## src/rtl/register_multi_mode.sv

```systemverilog
// -----------------------------------------------------------------------------
// register_multi_mode
//
// Multi-function register for emulator I/O and status registers (status-bit
// ops, port latches, shift-based peripherals). One register, several update
// modes, selected per cycle and gated by a clock enable.
//
// Parameters
//   WIDTH     register width in bits (2..32)
//   RESETVAL  value loaded by async reset and by CLR; truncated to WIDTH bits
//   SELW      width of bit_sel, derived from WIDTH
//
// Ports
//   clk         system clock, rising edge
//   clr_n       asynchronous active-low reset, loads RESETVAL
//   en          clock enable; 0 holds Q and serial_out
//   mode        HOLD/LOAD/CLR/SHL/SHR/ROL/SETB/CLRB
//   d           parallel load data
//   bit_sel     bit index for SETB/CLRB
//   serial_in   bit entering the vacated position on SHL/SHR
//   Q, Qn       registered value and its bitwise inverse
//   serial_out  registered copy of the bit shifted/rotated out last
//   zero        1 when Q == 0
//   changed     one-cycle pulse: the last edge altered Q
// -----------------------------------------------------------------------------
module register_multi_mode #(
    parameter int unsigned  WIDTH    = 8,
    parameter logic [31:0]  RESETVAL = 32'd0,
    localparam int unsigned SELW     = $clog2(WIDTH)
) (
    input  logic             clk,
    input  logic             clr_n,
    input  logic             en,
    input  logic [2:0]       mode,
    input  logic [WIDTH-1:0] d,
    input  logic [SELW-1:0]  bit_sel,
    input  logic             serial_in,
    output logic [WIDTH-1:0] Q,
    output logic [WIDTH-1:0] Qn,
    output logic             serial_out,
    output logic             zero,
    output logic             changed
);

    localparam logic [WIDTH-1:0] RST_Q = RESETVAL[WIDTH-1:0];

    typedef enum logic [2:0] {
        MODE_HOLD = 3'b000,
        MODE_LOAD = 3'b001,
        MODE_CLR  = 3'b010,
        MODE_SHL  = 3'b011,
        MODE_SHR  = 3'b100,
        MODE_ROL  = 3'b101,
        MODE_SETB = 3'b110,
        MODE_CLRB = 3'b111
    } mode_e;

    mode_e            mode_s;
    logic [WIDTH-1:0] q_q, q_d;
    logic [WIDTH-1:0] bit_mask;
    logic             so_q, so_d;
    logic             changed_q, changed_d;

    assign mode_s = mode_e'(mode);

    always_comb begin
        // NOTE: every variable gets a default before any branch, so no path
        // leaves one unassigned and no latch is inferred.
        q_d      = q_q;
        so_d     = so_q;
        // An index past the top bit shifts the one out entirely, leaving an
        // all-zero mask: SETB/CLRB then degrade to HOLD with no extra compare.
        bit_mask = {{(WIDTH-1){1'b0}}, 1'b1} << bit_sel;

        if (en) begin
            case (mode_s)
                MODE_HOLD: ;
                MODE_LOAD: q_d = d;
                MODE_CLR:  q_d = RST_Q;
                MODE_SHL: begin
                    q_d  = {q_q[WIDTH-2:0], serial_in};
                    so_d = q_q[WIDTH-1];
                end
                MODE_SHR: begin
                    q_d  = {serial_in, q_q[WIDTH-1:1]};
                    so_d = q_q[0];
                end
                MODE_ROL: begin
                    q_d  = {q_q[WIDTH-2:0], q_q[WIDTH-1]};
                    so_d = q_q[WIDTH-1];
                end
                MODE_SETB: q_d = q_q | bit_mask;
                MODE_CLRB: q_d = q_q & ~bit_mask;
                default: ;
            endcase
        end

        // Held edges naturally yield 0 here.
        changed_d = (q_d != q_q);
    end

    always_ff @(posedge clk or negedge clr_n) begin
        if (!clr_n) begin
            q_q       <= RST_Q;
            so_q      <= 1'b0;
            changed_q <= 1'b0;
        end else begin
            // NOTE: non-blocking assignments let every register sample the
            // pre-edge values, independent of statement order.
            q_q       <= q_d;
            so_q      <= so_d;
            changed_q <= changed_d;
        end
    end

    assign Q          = q_q;
    assign Qn         = ~q_q;
    assign zero       = (q_q == '0);
    assign serial_out = so_q;
    assign changed    = changed_q;

endmodule

```

## config.mk

```make
export PLATFORM = sky130hd
export DESIGN_NAME = register_multi_mode
export DESIGN_NICKNAME = d
export VERILOG_FILES = /design/src/rtl/register_multi_mode.sv
export SDC_FILE = /design/constraint.sdc
export NUM_CORES = 1
export LEC_CHECK = 0
export ABC_AREA = 1
export CAP_MARGIN = 20
export CORE_MARGIN = 2
export CORE_UTILIZATION = 35
export DETAILED_ROUTE_END_ITERATION = 8
export PLACE_DENSITY = 0.7
export SLEW_MARGIN = 20
export SYNTH_ARGS = -nofsm -noshare
export SYNTH_HDL_FRONTEND = slang
export SYNTH_SLANG_ARGS = --single-unit
```

## constraint.sdc

```tcl
create_clock -name clk -period 2 [get_ports clk]
set_input_delay 0.3 -clock clk [delete_from_list [all_inputs] [get_ports clk]]
set_output_delay 0.3 -clock clk [all_outputs]
set_load 0.1 [all_outputs]
```

==> run_results.csv <==
group,metric,value,unit
status,status,"complete, no violations",
global_routing,antenna_found_initial,0,
routing,route.detailed.drc,0,
finish,fin_nets,275,
setup_path,cp-start-kind,"register",
synthesis,synth_cell_types,24,
cts,clk_path_buf_depth,2,
floorplanning,core-area,0.00361,mm2
setup_path,worstPathArrival,1550,ps
setup_path,r2r-end,"changed",
routing,vias_per_cell,4.97,
power,power_per_cell_area,882,mW/mm2
setup_path,critPathKind,"register to primary output",
cts,clkTransAtPathRegs,50,ps
floorplanning,die_area,0.00421,mm2
cts,cts_resized,0,
cts,numCtsBuffers,3,
routing,wire_per_inst,12.6,um
floorplanning,core.rowCount,22,
run,cap_viol_max_count,0,
cts,clkLatencyLatePin,240,ps
timing,relSlewSlack,0.657,
timing,worst_slack,147,ps
timing,finalHoldViolations,0,
timing,post-route-period-util,0.926,
cts,postCtsSetupBuffers,0,
global_routing,gr-usage-all-layers,0.196,
timing,drv_slew,0,
finish,final_core_util,0.528,
routing,drt_iter0_drc,81,
floorplanning,chipHeight,64.9,um
setup_path,reg2reg_slack,570,ps
place,gp_congestion,0.915,
place,pre_cts_slack,-51.7,ps
global_routing,overflow,0,
place,io_buffers,36,
cts,cts_num_sinks,10,
setup_path,endpoint_kind,"primary output",
cts,tritoncts,"yes",
finish,drive_gt1_frac,0.289,
routing,postRouteAntennaNets,0,
synthesis,syn_inst,216,
synthesis,ys_seq_area_frac,0.193,
cts,root_buffer,"clkbuf_8",
timing,min_period,1850,ps
cts,ctsHoldBuffers,0,
global_routing,grt_pass1_vias,1328,
floorplanning,ios,37,
power,peakVddDrop,0.000535,V
global_routing,grt_pass1_wl,6420,um
power,p_leak,0.920,nW
routing,first_pass_iters,4,
synthesis,syn_avg_cell_area,6.01,um2
power,p_total,1.68,mW
place,dp_hpwl,2910,um
floorplanning,die_width,64.9,um
synthesis,synthesis.area,0.00130,mm2
timing,max_freq,540,MHz
synthesis,syn_nets,234,
finish,syn2layout_area_growth,46.6,%
timing,setup-violations-final,0,
setup_path,r2r_cells,10,
timing,fin_hold_ws,405,ps
setup_path,r2r-start,"Q[5]",
timing,rsz0062_at_grt,"false",
hold_path,hold_class,"primary input to asynchronous set/reset pin",
timing,tightest_slew,512,ps
routing,vias,1511,
finish,antenna_cells,0,
synthesis,ys_ff_latch,10,
global_routing,grt_max_degree,19,
timing,clock-skew-final,3.22,ps
cts,htreeDepth,1,
setup_path,endpoint,"zero",
setup_path,crit_fanout,6,
setup_path,crit_path_start,"Q[5]",
synthesis,ys_warn_count,0,
floorplanning,start_util,0.360,
setup_path,required,1700,ps
routing,routed_wl,3820,um
## metrics by stage
stage          instances  TNS (ps)  instance area, um2
2_1_floorplan        216      -406                1370
3_5_place_dp         300      -150                1850
4_1_cts              304         0                1900
3_3_place_gp         300     -17.6                1850
6_report             304         0                1900
5_1_grt              304         0                1900
## area by class of cell
| class | count | area (um2) |
|---|---|---|
| tap | 48 | 60.1 |
| sequential | 10 | 280 |
| fill | 357 | 1700 |
| clock buffer | 4 | 55.1 |
| timing repair buffer | 44 | 485 |
| multi-input combinational | 168 | 878 |
| inverter | 30 | 145 |
## power by group
part	switching, mW	leakage, nW	internal, mW
Clock	0.0806	0.0288	0.173
Sequential	0.0776	0.107	0.262
Combinational	0.782	0.785	0.305
Total	0.941	0.920	0.740
## cells in the mapped netlist, drive strengths merged
| master | count | share of area |
|---|---|---|
| o21ai | 12 | 0.046 |
| buf | 8 | 0.051 |
| nor3 | 2 | 0.0077 |
| nand3 | 37 | 0.17 |
| nand4 | 20 | 0.096 |
| inv | 27 | 0.080 |
| mux2 | 1 | 0.0087 |
| nand2 | 79 | 0.23 |
| dfrtp | 10 | 0.19 |
| clkinv | 3 | 0.0087 |
| nor2 | 15 | 0.083 |
| a21boi | 1 | 0.014 |
| a22oi | 1 | 0.0058 |
## logic make-up after synthesis
family                 share of synthesized area
buffers and inverters                      0.140
DFF                                        0.193
and+or+nand+nor                            0.592
AOI/OAI and AO/OA                         0.0665
muxes                                    0.00867
## worst min path at each step
stage	start	to	slack, ps	depth (start not counted)
after floorplan	clr_n	changed	4	0
after global placement	serial_out	serial_out	500	1
after detailed placement	serial_out	serial_out	500	1
after CTS	clr_n	Q[3]	420	1
after global routing	clr_n	serial_out	430	1
final	clr_n	Q[3]	410	1
## layout by cell type (no fill, tap or decap), drive strengths merged
cell type	count
o21ai	12
nand4	20
clkbuf	4
buf	27
a21boi	1
nand3	37
nand2	79
clkinv	3
clkdlybuf4s50	17
nor3	2
clkinvlp	8
inv	19
mux2	1
a22oi	1
nor2	15
dfrtp	10
## registers in the layout (all words and copies together), names as in the netlist
signal and flops:
changed 1, serial_out 1, Q 8
## routing by layer
layer  wire length (um)  vias up  global-route usage  part of all wire
met1               1770      658               0.283              0.46
li1                   -      789                   -                 -
met5                  0        -                   0                 0
met4                 49        0              0.0638             0.013
met3                252        5              0.0226             0.066
met2               1750       59               0.302              0.46
## critical path, cell delays in order (launching register included)
cell and delay, ps:
dfrtp_4 510, clkinvlp_4 160, nand4_1 200, nor3_4 240
buf_12 200
Note: power is estimated with default switching activity, not from simulation.
